[config.mk]
export PLATFORM = sky130hd
export DESIGN_NAME = regfile_wb_scheduler_flat
export DESIGN_NICKNAME = d
export VERILOG_FILES = /design/src/rtl/regfile_wb_scheduler_if.sv /design/src/rtl/regfile_wb_scheduler.sv /design/src/flat_wrapper.sv
export SDC_FILE = /design/constraint.sdc
export NUM_CORES = 1
export LEC_CHECK = 0
export CAP_MARGIN = 15
export CORE_MARGIN = 4
export CORE_UTILIZATION = 34
export CTS_CLUSTER_SIZE = 25
export DETAILED_ROUTE_END_ITERATION = 8
export MAX_ROUTING_LAYER = met4
export PLACE_DENSITY_LB_ADDON = 0.15
export SYNTH_ARGS = -nofsm -noshare
export SYNTH_HDL_FRONTEND = slang
export SYNTH_SLANG_ARGS = --single-unit
[constraint.sdc]
create_clock -name clk -period 6.3 [get_ports clk]
set_clock_uncertainty 0.15 [all_clocks]
set_input_delay 1.26 -clock clk [delete_from_list [all_inputs] [get_ports clk]]
set_output_delay 1.26 -clock clk [all_outputs]
set_load 0.005 [all_outputs]
[src/rtl/regfile_wb_scheduler_if.sv]
// ---------------------------------------------------------------------------
// regfile_wb_scheduler_if
// Bundles the signals between the decode/writeback stages and the register
// bank write-port scheduler.
//   master : the pipeline side. It drives issue requests and writeback
//            requests, and observes the stall, grants, bank write port,
//            scoreboard and error flag.
//   slave  : the scheduler. It receives the requests and drives the
//            responses and the register bank write inputs.
// Signals:
//   iss_valid/iss_sr1/iss_sr2/iss_dr/iss_wen  decode presents an instruction
//   iss_stall                                 hazard, decode must hold
//   alu_valid/alu_dr/alu_data, alu_ready      ALU writeback request/grant
//   mem_valid/mem_dr/mem_data, mem_ready      MEM writeback request/grant
//   rf_write/rf_dr/rf_wrData                  register bank write port
//   busy_mask                                 pending-write scoreboard
//   err_spur                                  sticky spurious-writeback flag
// ---------------------------------------------------------------------------
interface regfile_wb_scheduler_if #(
  parameter int NREG = 32,
  parameter int AW   = 5,
  parameter int DW   = 32
);
  logic            iss_valid;
  logic [AW-1:0]   iss_sr1;
  logic [AW-1:0]   iss_sr2;
  logic [AW-1:0]   iss_dr;
  logic            iss_wen;
  logic            iss_stall;
  logic            alu_valid;
  logic [AW-1:0]   alu_dr;
  logic [DW-1:0]   alu_data;
  logic            alu_ready;
  logic            mem_valid;
  logic [AW-1:0]   mem_dr;
  logic [DW-1:0]   mem_data;
  logic            mem_ready;
  logic            rf_write;
  logic [AW-1:0]   rf_dr;
  logic [DW-1:0]   rf_wrData;
  logic [NREG-1:0] busy_mask;
  logic            err_spur;

  modport master (
    output iss_valid, iss_sr1, iss_sr2, iss_dr, iss_wen,
    output alu_valid, alu_dr, alu_data,
    output mem_valid, mem_dr, mem_data,
    input  iss_stall, alu_ready, mem_ready,
    input  rf_write, rf_dr, rf_wrData, busy_mask, err_spur
  );

  modport slave (
    input  iss_valid, iss_sr1, iss_sr2, iss_dr, iss_wen,
    input  alu_valid, alu_dr, alu_data,
    input  mem_valid, mem_dr, mem_data,
    output iss_stall, alu_ready, mem_ready,
    output rf_write, rf_dr, rf_wrData, busy_mask, err_spur
  );
endinterface

[src/rtl/regfile_wb_scheduler.sv]
// ---------------------------------------------------------------------------
// regfile_wb_scheduler
// Schedules the single write port of the 32x32 register bank:
//   - round-robin arbitration of the ALU and MEM writeback stages,
//   - a per-register pending-write scoreboard (busy_mask),
//   - RAW/WAW stall of decode until the bank holds the result.
// Ports:
//   clk      single clock, all state on posedge
//   reset_n  synchronous active-low reset
//   bus      regfile_wb_scheduler_if.slave (issue, ALU/MEM writeback,
//            bank write port, scoreboard, spurious-writeback flag)
// Timing: a writeback handshake in cycle N drives the bank port in N+1; the
// busy bit clears at the edge ending N+1, the same edge the bank stores data.
// ---------------------------------------------------------------------------
module regfile_wb_scheduler #(
  parameter int NREG = 32,
  parameter int AW   = 5,
  parameter int DW   = 32
) (
  input logic                  clk,
  input logic                  reset_n,
  regfile_wb_scheduler_if.slave bus
);

  // Round-robin arbiter state: who received the most recent grant.
  typedef enum logic {
    GRANT_ALU = 1'b0,
    GRANT_MEM = 1'b1
  } grant_t;

  grant_t          last_grant_reg;
  grant_t          last_grant_next;
  logic [NREG-1:0] busy_reg;
  logic [NREG-1:0] busy_next;
  logic            rf_write_reg;
  logic            rf_write_next;
  logic [AW-1:0]   rf_dr_reg;
  logic [AW-1:0]   rf_dr_next;
  logic [DW-1:0]   rf_data_reg;
  logic [DW-1:0]   rf_data_next;
  logic            err_reg;
  logic            err_next;

  logic            stall;
  logic            issue_set;
  logic            alu_grant;
  logic            mem_grant;
  logic [AW-1:0]   grant_dr;
  logic [DW-1:0]   grant_data;
  logic            grant_live;

  // Hazard detection. busy_reg[0] is always 0, so r0 never stalls.
  always_comb begin
    stall = bus.iss_valid &
            (busy_reg[bus.iss_sr1] | busy_reg[bus.iss_sr2] |
             (bus.iss_wen & busy_reg[bus.iss_dr]));
    issue_set = bus.iss_valid & ~stall & bus.iss_wen & (bus.iss_dr != '0);
  end

  // Arbiter next-state/outputs. On a tie the requester that did not win
  // last time is granted; a lone requester always wins.
  always_comb begin
    alu_grant       = 1'b0;
    mem_grant       = 1'b0;
    last_grant_next = last_grant_reg;
    if (bus.alu_valid && (!bus.mem_valid || last_grant_reg == GRANT_MEM)) begin
      alu_grant = 1'b1;
    end else if (bus.mem_valid) begin
      mem_grant = 1'b1;
    end
    if (alu_grant) begin
      last_grant_next = GRANT_ALU;
    end else if (mem_grant) begin
      last_grant_next = GRANT_MEM;
    end
  end

  // Granted writeback path. A write to r0 completes its handshake but never
  // reaches the bank; the bank port holds its last address/data when idle.
  always_comb begin
    grant_dr      = mem_grant ? bus.mem_dr   : bus.alu_dr;
    grant_data    = mem_grant ? bus.mem_data : bus.alu_data;
    grant_live    = (alu_grant | mem_grant) & (grant_dr != '0);
    rf_write_next = grant_live;
    rf_dr_next    = grant_live ? grant_dr   : rf_dr_reg;
    rf_data_next  = grant_live ? grant_data : rf_data_reg;
    err_next      = err_reg | (grant_live & ~busy_reg[grant_dr]);
  end

  // Scoreboard: the bit written to the bank this cycle clears, a newly
  // accepted destination sets; set after clear so the new pending write wins.
  assign busy_next[0] = 1'b0;
  for (genvar gi = 1; gi < NREG; gi++) begin : g_busy
    logic set_bit;
    logic clr_bit;
    assign set_bit       = issue_set & (bus.iss_dr == AW'(gi));
    assign clr_bit       = rf_write_reg & (rf_dr_reg == AW'(gi));
    assign busy_next[gi] = set_bit | (busy_reg[gi] & ~clr_bit);
  end

  always_ff @(posedge clk) begin
    if (!reset_n) begin
      busy_reg       <= '0;
      rf_write_reg   <= 1'b0;
      rf_dr_reg      <= '0;
      rf_data_reg    <= '0;
      err_reg        <= 1'b0;
      last_grant_reg <= GRANT_MEM;
    end else begin
      busy_reg       <= busy_next;
      rf_write_reg   <= rf_write_next;
      rf_dr_reg      <= rf_dr_next;
      rf_data_reg    <= rf_data_next;
      err_reg        <= err_next;
      last_grant_reg <= last_grant_next;
    end
  end

  assign bus.iss_stall = stall;
  assign bus.alu_ready = alu_grant;
  assign bus.mem_ready = mem_grant;
  assign bus.rf_write  = rf_write_reg;
  assign bus.rf_dr     = rf_dr_reg;
  assign bus.rf_wrData = rf_data_reg;
  assign bus.busy_mask = busy_reg;
  assign bus.err_spur  = err_reg;

endmodule
[src/flat_wrapper.sv]
// flat-port wrapper written by rule: the top's interface ports become plain ports
module regfile_wb_scheduler_flat 
#(
  parameter int NREG = 32,
  parameter int AW   = 5,
  parameter int DW   = 32
)
  (clk, reset_n, bus_iss_valid, bus_iss_sr1, bus_iss_sr2, bus_iss_dr, bus_iss_wen, bus_alu_valid, bus_alu_dr, bus_alu_data, bus_mem_valid, bus_mem_dr, bus_mem_data, bus_iss_stall, bus_alu_ready, bus_mem_ready, bus_rf_write, bus_rf_dr, bus_rf_wrData, bus_busy_mask, bus_err_spur);
  regfile_wb_scheduler_if #(.NREG(NREG), .AW(AW), .DW(DW)) bus_i ();
  input logic clk;
  input logic reset_n;
  input wire logic [$bits(bus_i.iss_valid)-1:0] bus_iss_valid;
  input wire logic [$bits(bus_i.iss_sr1)-1:0] bus_iss_sr1;
  input wire logic [$bits(bus_i.iss_sr2)-1:0] bus_iss_sr2;
  input wire logic [$bits(bus_i.iss_dr)-1:0] bus_iss_dr;
  input wire logic [$bits(bus_i.iss_wen)-1:0] bus_iss_wen;
  input wire logic [$bits(bus_i.alu_valid)-1:0] bus_alu_valid;
  input wire logic [$bits(bus_i.alu_dr)-1:0] bus_alu_dr;
  input wire logic [$bits(bus_i.alu_data)-1:0] bus_alu_data;
  input wire logic [$bits(bus_i.mem_valid)-1:0] bus_mem_valid;
  input wire logic [$bits(bus_i.mem_dr)-1:0] bus_mem_dr;
  input wire logic [$bits(bus_i.mem_data)-1:0] bus_mem_data;
  output wire logic [$bits(bus_i.iss_stall)-1:0] bus_iss_stall;
  output wire logic [$bits(bus_i.alu_ready)-1:0] bus_alu_ready;
  output wire logic [$bits(bus_i.mem_ready)-1:0] bus_mem_ready;
  output wire logic [$bits(bus_i.rf_write)-1:0] bus_rf_write;
  output wire logic [$bits(bus_i.rf_dr)-1:0] bus_rf_dr;
  output wire logic [$bits(bus_i.rf_wrData)-1:0] bus_rf_wrData;
  output wire logic [$bits(bus_i.busy_mask)-1:0] bus_busy_mask;
  output wire logic [$bits(bus_i.err_spur)-1:0] bus_err_spur;
  assign bus_i.iss_valid = bus_iss_valid;
  assign bus_i.iss_sr1 = bus_iss_sr1;
  assign bus_i.iss_sr2 = bus_iss_sr2;
  assign bus_i.iss_dr = bus_iss_dr;
  assign bus_i.iss_wen = bus_iss_wen;
  assign bus_i.alu_valid = bus_alu_valid;
  assign bus_i.alu_dr = bus_alu_dr;
  assign bus_i.alu_data = bus_alu_data;
  assign bus_i.mem_valid = bus_mem_valid;
  assign bus_i.mem_dr = bus_mem_dr;
  assign bus_i.mem_data = bus_mem_data;
  assign bus_iss_stall = bus_i.iss_stall;
  assign bus_alu_ready = bus_i.alu_ready;
  assign bus_mem_ready = bus_i.mem_ready;
  assign bus_rf_write = bus_i.rf_write;
  assign bus_rf_dr = bus_i.rf_dr;
  assign bus_rf_wrData = bus_i.rf_wrData;
  assign bus_busy_mask = bus_i.busy_mask;
  assign bus_err_spur = bus_i.err_spur;
  regfile_wb_scheduler #(.NREG(NREG), .AW(AW), .DW(DW)) u_core (.clk(clk), .reset_n(reset_n), .bus(bus_i));
endmodule
==> metrics.md <==
| Metric | Value |
|---|---|
| Initial antenna violation count | `0` |
| Count of pins over their slew limit | `0` |
| PortBufs | `167` |
| Actual slew at the worst max-slew pin | `0.8954 ns` |
| Worst setup SP type | `input pin` |
| TritonCTS buffer count | `9` |
| Max_cap viols | `0` |
| Switch share | `27.39%` |
| CTS Hold Bufs | `0` |
| Detailed-placement wirelength estimate | `12,420 um` |
| Top FF cell, synth | `dfxtp_1` |
| Seq/Total Area, Yosys | `30.82%` |
| Placer Congestion | `0.9421` |
| Post-route insts no fill | `861` |
| Clock Power Share | `37.8%` |
| First-pass GRT wire length | `26,740 um` |
| Achievable Freq | `183.1 MHz` |
| Clk buf depth | `2` |
| Clock sinks | `71` |
| Post-synth top cells | `87 x nand2_1, 71 x dfxtp_1, 53 x nor2_1` |
| Nets@finish | `775` |
| Hold Vio Cnt, Final | `0` |
| # DRC | `0` |
| N_diodes | `0` |
| Number of synthesized flops with an enable pin | `0` |
| DRT iter0 DRCs | `372` |
| Footprint of the multi-input gates | `0.002914 mm^2` |
| Grt total ovfl | `0` |
| Die area | `0.01549 mm^2` |
| Synth Area per Inst | `8.478 um^2` |
| Register bit total from synthesis | `71` |
| Synth-to-layout area growth | `43.16%` |
| Placed cells | `845` |
| Starting Density | `34.83%` |
| WHS Endpoint | `u_core.bus.rf_wrData[22]` |
| Post-synthesis mux area share | `16.66%` |
| Crit. End Element | `output pin` |
| HP Start | `u_core.bus.rf_wrData[22]` |
| Logic pwr share | `22.5%` |
| Vias per cell | `5.711` |
| Post-synthesis cell type count | `58` |
| Sequential share of power | `39.6%` |
| Design Area, Final | `0.006603 mm^2` |
| Placed inst area | `0.006325 mm^2` |
| R2R setup slack | `2.95 ns` |
| Post-Synth Simple-Gate Area | `23.06%` |
| TNS Setup | `0 ns` |
| Crit Path Class | `in -> out` |
| RR Endpoint | `u_core.bus.rf_wrData[25]` |
| Worst-path clk slew | `0.06 ns` |
| Critical Path RT | `4.89 ns` |
| WP data arrival | `4.05 ns` |
| H-Tree Depth | `3` |
| Row count | `42` |
| Register area | `0.001421 mm^2` |
| Clock Latency Late Sink | `0.33 ns` |
| Drt wl/cell | `19.87 um` |
| Number of detailed-route iterations in the first pass | `4` |
| Switching power | `343.3 uW` |
| Via count | `4,917` |
| Synth top area share | `30.82%` |
| Core ar. | `0.01324 mm^2` |
| Resized Gates After CTS | `0` |
| Share of layout cells above drive strength 1 | `7.737%` |
| Yosys warning count | `0` |
| Largest net degree at the start of global routing | `41` |
| # fillers | `1,262` |
| DIE HEIGHT | `124.5 um` |
| Post-CTS Setup Bufs | `0` |
| Post-synth ARST share | `0%` |
| Design Power | `1254 uW` |
| Hold path depth | `2` |
| VDD IR max | `0.0001335 V` |
| Remaining antenna violation count | `0` |
| Cells after Synth | `544` |
| Worst R2R Start | `u_core.last_grant_reg` |
| Mapped Area | `0.004612 mm^2` |
| Setup-failing EPs final | `0` |
| Adder-cell share of the synthesized area | `0%` |
| Cell Pwr Density | `189.9 mW/mm^2` |
| Root Driver | `clkbuf_16` |
| Status | `complete, no violations` |
| Final worst-path cycle share | `86.70%` |
| Leakage | `0.002391 uW` |
| Largest family of logic cells by synthesized area | `compound AO/OA/AOI/OAI gates` |
| Power Internal | `910.2 uW` |
| Largest register FFs | `32` |
| Io pins | `169` |
| Top-count cell post-synth | `nand2_1` |
| CTS tree | `done` |
| Vias in the first global route | `4,905` |
| Crit-path max FO | `12` |
| Slew margin rel. | `38.60%` |
| Synth Net Count | `639` |
| Synth Area in Compound Gates | `23.36%` |
| Reg2Reg Depth | `8` |
| HP Class | `reg -> reg` |
| Die width | `124.5 um` |
| Final min period | `5.462 ns` |
| Fin Hold WS | `0.3441 ns` |
| Synth Area in XOR/XNOR | `0%` |
| Synth area leader | `dfxtp_1` |
| Aggregate global-route resource usage | `21.90%` |
| Unrepaired setup endpoints after global routing | `no` |
| Drt total wl | `17,110 um` |
| Synth top area cells | `dfxtp_1 31%, mux2i_1 7.2%, nand2_1 7.1%` |
-- layout by cell type (no fill, tap or decap), types with 2 or more instances in the layout --
master / instances
nor2_1: 53
o211ai_1: 25
buf_4: 9
nand3_1: 24
a211oi_1: 6
nand2_1: 87
clkdlybuf4s50_1: 167
nor2b_1: 12
mux2_2: 5
a311oi_1: 37
clkinv_2: 2
nor4_1: 2
clkbuf_8: 2
o31ai_1: 11
o311ai_0: 6
mux2i_1: 33
or3_1: 2
clkbuf_1: 2
mux4_1: 2
nand4b_1: 3
a41o_1: 3
o21ai_0: 23
clkbuf_16: 9
o21a_1: 2
or4_1: 3
nand2b_1: 9
and2_1: 3
mux4_2: 14
nand4_1: 8
dfxtp_1: 71
inv_1: 7
nand3b_1: 12
o41ai_2: 3
-- power groups by stage --
stage	clock [uW]	combinational, uW	sequential [uW]
2_1_floorplan	0	140	500
3_3_place_gp	0	278	505
3_5_place_dp	0	282	506
4_1_cts	483	283	497
5_1_grt	505	305	501
6_report	474	282	497
-- worst max path at each step --
stage / startpoint / end / cells after the start / slack (ns)
2_1_floorplan: bus_iss_sr1[2] / bus_iss_stall / 8 / 2.05
3_3_place_gp: bus_iss_sr2[0] / bus_iss_stall / 8 / 0.85
3_5_place_dp: bus_iss_sr2[0] / bus_iss_stall / 8 / 0.84
4_1_cts: bus_iss_sr2[0] / bus_iss_stall / 8 / 0.83
5_1_grt: bus_iss_sr2[0] / bus_iss_stall / 8 / 0.63
6_report: bus_iss_sr2[0] / bus_iss_stall / 8 / 0.84
-- cell families (layout without fill, tap and decap cells) --
| family | Yosys count | in the layout |
|---|---|---|
| simple gates | 225 | 225 |
| flops | 71 | 71 |
| compound gates | 133 | 133 |
| other cells | 1 | 1 |
| mux | 55 | 55 |
| buf+inv | 59 | 200 |
-- through the flow --
stage                     setup WS [ns]  util [%]
after detailed placement         0.8412     47.76
after floorplan                   2.045         -
after global routing             0.6313     49.86
after global placement           0.8496     47.76
after CTS                        0.8260     49.86
final                            0.8380     49.86
-- cell type report --
class,instances,share of cell area (%)
sequential,71,21.53
inverter,8,0.4548
multi-input combinational,414,44.13
clock inverter,3,0.2653
timing repair buffer,176,26.34
clock buffer,13,3.942
tap,176,3.335
-- layer usage --
layer / part of all wire, % / track usage, % / up-vias
met2: 48 / 34.16 / 206
li1: - / - / 2335
met3: 6.6 / 4.074 / 48
met5: 0 / - / -
met1: 42 / 27.89 / 2328
met4: 3.4 / 9.284 / 0
-- critical path, cell delays in order --
cell	delay, ns
clkdlybuf4s50_1	0.78
mux4_1	0.61
nand3_1	0.09
o21ai_0	0.12
a221oi_2	0.44
o211ai_4	0.13
and2_1	0.18
clkdlybuf4s50_1	0.44
(Power assumes the default switching activity.)
